## src/rtl/mem_wb_stage_pkg.sv

```systemverilog
// Shared types and widths for the MEM/WB pipeline slice: datapath widths,
// memory-handshake FSM states and the packed pipeline-register layouts.
package mem_wb_stage_pkg;

   localparam int RISC_V_DATA_WIDTH           = 32;
   localparam int REGISTER_FILE_ADDRESS_WIDTH = 5;

   typedef enum logic {
      ST_IDLE     = 1'b0,
      ST_WAIT_MEM = 1'b1
   } mem_state_e;

   typedef struct packed {
      logic                                   valid;
      logic [REGISTER_FILE_ADDRESS_WIDTH-1:0] rd;
      logic                                   reg_w;
      logic                                   mem_r;
      logic                                   mem_w;
      logic                                   mem_to_reg;
      logic [RISC_V_DATA_WIDTH-1:0]           alu;
      logic [RISC_V_DATA_WIDTH-1:0]           store_data;
   } exmem_reg_t;

   typedef struct packed {
      logic                                   valid;
      logic [REGISTER_FILE_ADDRESS_WIDTH-1:0] rd;
      logic                                   reg_w;
      logic [RISC_V_DATA_WIDTH-1:0]           data;
   } memwb_reg_t;

endpackage

```

## src/rtl/mem_wb_stage.sv

```systemverilog
// EX/MEM and MEM/WB pipeline registers with a stalling data-memory handshake,
// forwarding taps, register-file write port and a saturating stall counter.
module mem_wb_stage #(
   parameter int RISC_V_DATA_WIDTH           = mem_wb_stage_pkg::RISC_V_DATA_WIDTH,
   parameter int REGISTER_FILE_ADDRESS_WIDTH = mem_wb_stage_pkg::REGISTER_FILE_ADDRESS_WIDTH
) (
   input  logic                                   clk,
   input  logic                                   rst_n,
   input  logic                                   ex_valid,
   input  logic [REGISTER_FILE_ADDRESS_WIDTH-1:0] ex_rd,
   input  logic                                   ex_ctrl_reg_w,
   input  logic                                   ex_ctrl_mem_r,
   input  logic                                   ex_ctrl_mem_w,
   input  logic                                   ex_ctrl_mem_to_reg,
   input  logic [RISC_V_DATA_WIDTH-1:0]           ex_ALU_data_out,
   input  logic [RISC_V_DATA_WIDTH-1:0]           ex_store_data,
   output logic                                   stall,
   output logic                                   mem_req,
   output logic                                   mem_we,
   output logic [RISC_V_DATA_WIDTH-1:0]           mem_addr,
   output logic [RISC_V_DATA_WIDTH-1:0]           mem_wdata,
   input  logic                                   mem_ack,
   input  logic [RISC_V_DATA_WIDTH-1:0]           mem_rdata,
   output logic [REGISTER_FILE_ADDRESS_WIDTH-1:0] exmem_rd,
   output logic                                   exmem_ctrl_reg_w,
   output logic [RISC_V_DATA_WIDTH-1:0]           exmem_ALU_data_out,
   output logic [REGISTER_FILE_ADDRESS_WIDTH-1:0] memwb_rd,
   output logic                                   memwb_ctrl_reg_w,
   output logic [RISC_V_DATA_WIDTH-1:0]           memwb_mux_read_data,
   output logic                                   rf_we,
   output logic [REGISTER_FILE_ADDRESS_WIDTH-1:0] rf_waddr,
   output logic [RISC_V_DATA_WIDTH-1:0]           rf_wdata,
   output logic [15:0]                            stall_cycles
);

   import mem_wb_stage_pkg::*;

   mem_state_e  r_state;
   mem_state_e  w_state_next;
   exmem_reg_t  r_exmem;
   memwb_reg_t  r_memwb;
   logic [15:0] r_stall_cycles;
   logic        w_mem_req;
   logic        w_mem_ack;
   logic        w_stall;

   // An ack with no request outstanding is meaningless and is dropped here.
   assign w_mem_req = r_exmem.valid & (r_exmem.mem_r | r_exmem.mem_w);
   assign w_mem_ack = w_mem_req & mem_ack;
   assign w_stall   = w_mem_req & ~mem_ack;

   // NOTE: always_comb assigns every output a default first so no path leaves
   // a variable unassigned, which would otherwise infer a latch.
   always_comb begin
      w_state_next = r_state;
      case (r_state)
         ST_IDLE:     if (w_mem_req && !w_mem_ack) w_state_next = ST_WAIT_MEM;
         ST_WAIT_MEM: if (w_mem_ack)               w_state_next = ST_IDLE;
         default:                                  w_state_next = ST_IDLE;
      endcase
   end

   // NOTE: clocked state uses non-blocking assignments so every register
   // samples pre-edge values regardless of block ordering.
   always_ff @(posedge clk or negedge rst_n) begin
      if (!rst_n) r_state <= ST_IDLE;
      else        r_state <= w_state_next;
   end

   always_ff @(posedge clk or negedge rst_n) begin
      if (!rst_n) begin
         r_exmem <= '0;
      end else if (!w_stall) begin
         if (ex_valid) begin
            r_exmem <= '{valid:      1'b1,
                         rd:         ex_rd,
                         reg_w:      ex_ctrl_reg_w,
                         mem_r:      ex_ctrl_mem_r,
                         mem_w:      ex_ctrl_mem_w,
                         mem_to_reg: ex_ctrl_mem_to_reg,
                         alu:        ex_ALU_data_out,
                         store_data: ex_store_data};
         end else begin
            r_exmem <= '0;
         end
      end
   end

   // A stalled edge pushes a bubble so the held instruction writes back once.
   always_ff @(posedge clk or negedge rst_n) begin
      if (!rst_n) begin
         r_memwb <= '0;
      end else if (w_stall) begin
         r_memwb <= '0;
      end else begin
         r_memwb <= '{valid: r_exmem.valid,
                      rd:    r_exmem.rd,
                      reg_w: r_exmem.reg_w,
                      data:  r_exmem.mem_to_reg ? mem_rdata : r_exmem.alu};
      end
   end

   always_ff @(posedge clk or negedge rst_n) begin
      if (!rst_n)                                    r_stall_cycles <= '0;
      else if (w_stall && r_stall_cycles != 16'hFFFF) r_stall_cycles <= r_stall_cycles + 16'd1;
   end

   assign stall               = w_stall;
   assign mem_req             = w_mem_req;
   assign mem_we              = r_exmem.mem_w;
   assign mem_addr            = r_exmem.alu;
   assign mem_wdata           = r_exmem.store_data;
   assign exmem_rd            = r_exmem.rd;
   assign exmem_ctrl_reg_w    = r_exmem.valid & r_exmem.reg_w;
   assign exmem_ALU_data_out  = r_exmem.alu;
   assign memwb_rd            = r_memwb.rd;
   assign memwb_ctrl_reg_w    = r_memwb.valid & r_memwb.reg_w;
   assign memwb_mux_read_data = r_memwb.data;
   assign rf_we               = memwb_ctrl_reg_w & (r_memwb.rd != '0);
   assign rf_waddr            = r_memwb.rd;
   assign rf_wdata            = r_memwb.data;
   assign stall_cycles        = r_stall_cycles;

   // WAIT_MEM is only reachable with a request held stable until its ack.
   a_wait_has_req: assert property (@(posedge clk) disable iff (!rst_n)
      (r_state == ST_WAIT_MEM) |-> w_mem_req);
   a_req_stable: assert property (@(posedge clk) disable iff (!rst_n)
      w_stall |=> (w_mem_req && $stable(mem_we) && $stable(mem_addr) && $stable(mem_wdata)));

endmodule

```

## config.mk

```make
export PLATFORM = sky130hd
export DESIGN_NAME = mem_wb_stage
export DESIGN_NICKNAME = d
export VERILOG_FILES = /design/src/rtl/mem_wb_stage_pkg.sv /design/src/rtl/mem_wb_stage.sv
export SDC_FILE = /design/constraint.sdc
export NUM_CORES = 1
export LEC_CHECK = 0
export ABC_AREA = 0
export CAP_MARGIN = 20
export CORE_MARGIN = 5
export CORE_UTILIZATION = 42
export CTS_CLUSTER_SIZE = 30
export DETAILED_ROUTE_END_ITERATION = 16
export PLACE_DENSITY_LB_ADDON = 0.2
export SETUP_SLACK_MARGIN = 0.3
export SYNTH_ARGS = -nofsm -noshare
export SYNTH_HDL_FRONTEND = slang
export SYNTH_SLANG_ARGS = --single-unit
```

## constraint.sdc

```tcl
create_clock -name clk -period 2.2 [get_ports clk]
set_clock_uncertainty 0.05 [all_clocks]
set_input_delay 0.22 -clock clk [delete_from_list [all_inputs] [get_ports clk]]
set_output_delay 0.22 -clock clk [all_outputs]
set_load 0.005 [all_outputs]
```

==> results.cfg <==
[die]
num_io_pins = 306
die_h_um = 135
initial_utilization = 0.431
die_width_um = 135
rows = 45
die-area_sq_mm = 0.0183
core_area_sq_mm = 0.0153

[cts]
clkLatencyLatePin_ps = 410
clock-sinks = 129
clockBufferDepth = 2
root_buffer = clkbuf_16
clkTransAtPathRegs_ps = 60
htreeDepth = 4
tritoncts = yes
cts_buffers = 17

[worst_setup_path]
cp.required_ps = 1930
cp_slowest_cell = or4_1
path_cells = or4_1 -> o21a_1 -> buf_2
crit_path_end_kind = output pin
slowest_delay_ps = 520
arrival_ps = 1590
crit_fanout = 2
worstSetupPathType = register to output pin
cp-start-kind = register

[finish]
nets = 933
drive_gt1_frac = 0.0754
fin_util = 0.600
post-route-cell-area_sq_mm = 0.00916
diodes = 0
area_growth_pct = 39.3

[logic_synthesis]
synthArstFlopShare = 1.00
synth_nets = 800
ys.warnings.count = 0
synthSimpleGateAreaFrac = 0.145
synth_cells = 690
synthAdderAreaFrac = 0.00190
ys_types = 32
seq_area_frac_synth = 0.491
synthXorXnorAreaFrac = 0.0133
ys_seq_elements = 129
syn_area_sq_mm = 0.00658
yosysMostFrequentCell = buf_4
synth_commonest_cells = 180 x buf_4, 148 x nand2_1, 129 x dfrtp_1
ys.flop_type = dfrtp_1
synth_mux_area_frac = 0.0576
synth_edf_count = 0
synth_compound_area_frac = 0.0635
synthTopCellsByArea = dfrtp_1 49%, buf_4 21%, nand2_1 8.4%
yosysTopAreaCell = dfrtp_1
syn_avg_cell_area_sq_um = 9.53
synth_top_family_by_area = buffers and inverters
synth_top_area_frac = 0.491

[timing]
rsz0062_at_grt = true
max_freq_mhz = 537
hold_viol_final = 0
finalSetupViolCount = 0
whs_ps = 259
totalNegativeSetupSlack_ps = 0
fin_crit_sh = 0.847
worst_pin_slew_ps = 588
period_minus_slack_ps = 1860
slew_violations = 0
max-slew-margin-rel = 0.608

[global_routing]
globalRouteTotalUtil = 0.184
antenna_found_initial = 0
busiest_layer = met2
grt_use_met2 = 0.306
use_met3 = 0.0650
grt_overflow = 0
grtUsageMet1 = 0.215
grt_pass1_vias = 4866
grt_start_max_net_pins = 80
grt_first_pass_wirelength_um = 26400

[placement]
dpl_cell_area_sq_mm = 0.00855
place_congestion = 0.799
hpwl_um = 12600
portBuffers = 305

[power_and_ir_drop]
leakagePower_nw = 3.92
power.density_mw_per_mm2 = 738
peakVddDrop_v = 0.000457
total_power_mw = 6.76

[status]
status = finished, final reports clean

[detailed_routing]
drc_errors = 0
viasPerCell = 4.57
initialDrtViolationCount = 206
drt-total-wl_um = 17000
ant_nets = 0
via_count = 4777
wl_per_cell_um = 16.2
drtPass1Iterations = 4

[job]
timing.max_cap.violations = 0

[hold_path]
hold_class = primary input to register
report_power, final:
group          switching [mW]  leakage, nW  internal (mW)  total, mW
logic                   0.485         1.99          0.907       1.39
clock network            1.00        0.261           1.56       2.56
registers               0.211         1.67           2.60       2.81
cell usage in the layout (no fill, tap or decap), drive strengths merged:
cell type | Yosys | final
a211oi | 1 | 1
a21oi | 3 | 3
and2 | 10 | 10
and3 | 6 | 6
and4 | 2 | 2
buf | 193 | 19
bufinv | 0 | 1
clkbuf | 15 | 20
clkdlybuf4s50 | 0 | 301
clkinv | 0 | 7
clkinvlp | 0 | 3
dfrtp | 129 | 129
dlygate4sd2 | 0 | 1
dlygate4sd3 | 0 | 1
ha | 1 | 1
inv | 2 | 2
mux2 | 4 | 4
mux2i | 33 | 33
nand2 | 148 | 148
nand2b | 3 | 3
nand3 | 8 | 8
nand3b | 1 | 1
nand4 | 7 | 7
nand4b | 1 | 1
nor2 | 33 | 33
nor3 | 2 | 2
o21a | 1 | 1
o21ai | 76 | 76
or4 | 1 | 1
xnor2 | 9 | 9
xor2 | 1 | 1
cell families (layout without fill, tap and decap cells):
logic type | after synthesis | count (layout)
simple gates | 222 | 222
buf+inv | 210 | 355
flops | 129 | 129
compound gates | 81 | 81
mux | 37 | 37
xor+xnor | 10 | 10
fa+ha+maj | 1 | 1
flip-flops by register name (all words and copies together), names as in the netlist:
register	flops
exmem_ALU_data_out	32
mem_wdata	32
memwb_mux_read_data	32
r_memwb	2
memwb_rd	5
exmem_rd	5
r_exmem	4
stall_cycles	16
mem_we	1
metrics by stage:
stage / worst slack (ps) / instances
after detailed placement: 281 / 1008
after global placement: 302 / 1008
after global routing: 264 / 1046
after CTS: 290 / 1044
after floorplan: 520 / 690
final: 337 / 1046
area by class of cell:
type	count	area [sq um]
Multi-Input combinational cell	351	1880
Clock inverter	11	91.3
Clock buffer	20	447
Sequential cell	129	3230
Fill cell	1304	6100
Timing Repair Buffer	322	3240
Tap cell	211	264
Inverter	2	10.0
final timing paths:
| path | startpoint | end | slack [ps] | cells after the start |
|---|---|---|---|---|
| hold / removal | ex_valid | mem_wdata[2] | 260 | 4 |
| min in group asynchronous | rst_n | mem_wdata[3] | 340 | 3 |
| setup / recovery | memwb_rd[0] | rf_we | 340 | 3 |
| hold reg to reg | mem_wdata[8] | mem_wdata[8] | 430 | 2 |
| setup reg to reg | stall_cycles[0] | stall_cycles[14] | 390 | 5 |
| max in group asynchronous | rst_n | memwb_mux_read_data[18] | 1390 | 3 |
what timing repair did:
item                                    in CTS  in global routing
pin swaps                                    3                  3
endpoints found under the hold margin      129                  0
hold buffers                                 1                  0
endpoints found under the setup margin       2                  5
resized for setup                            7                  2
setup buffers                                4                  2
worst max-delay path: cells and delay by family, from the launching register on:
kind	cells	cell delay, ps
compound gates	1	180
buf+inv	1	120
flops	1	360
simple gates	1	520
layer usage:
| layer | vias to the layer above | share of wire |
|---|---|---|
| li1 | 2308 | - |
| met3 | 29 | 0.087 |
| met5 | - | 0 |
| met2 | 192 | 0.50 |
| met4 | 0 | 0.025 |
| met1 | 2248 | 0.38 |
No activity file was read; power rests on OpenSTA's default activity.
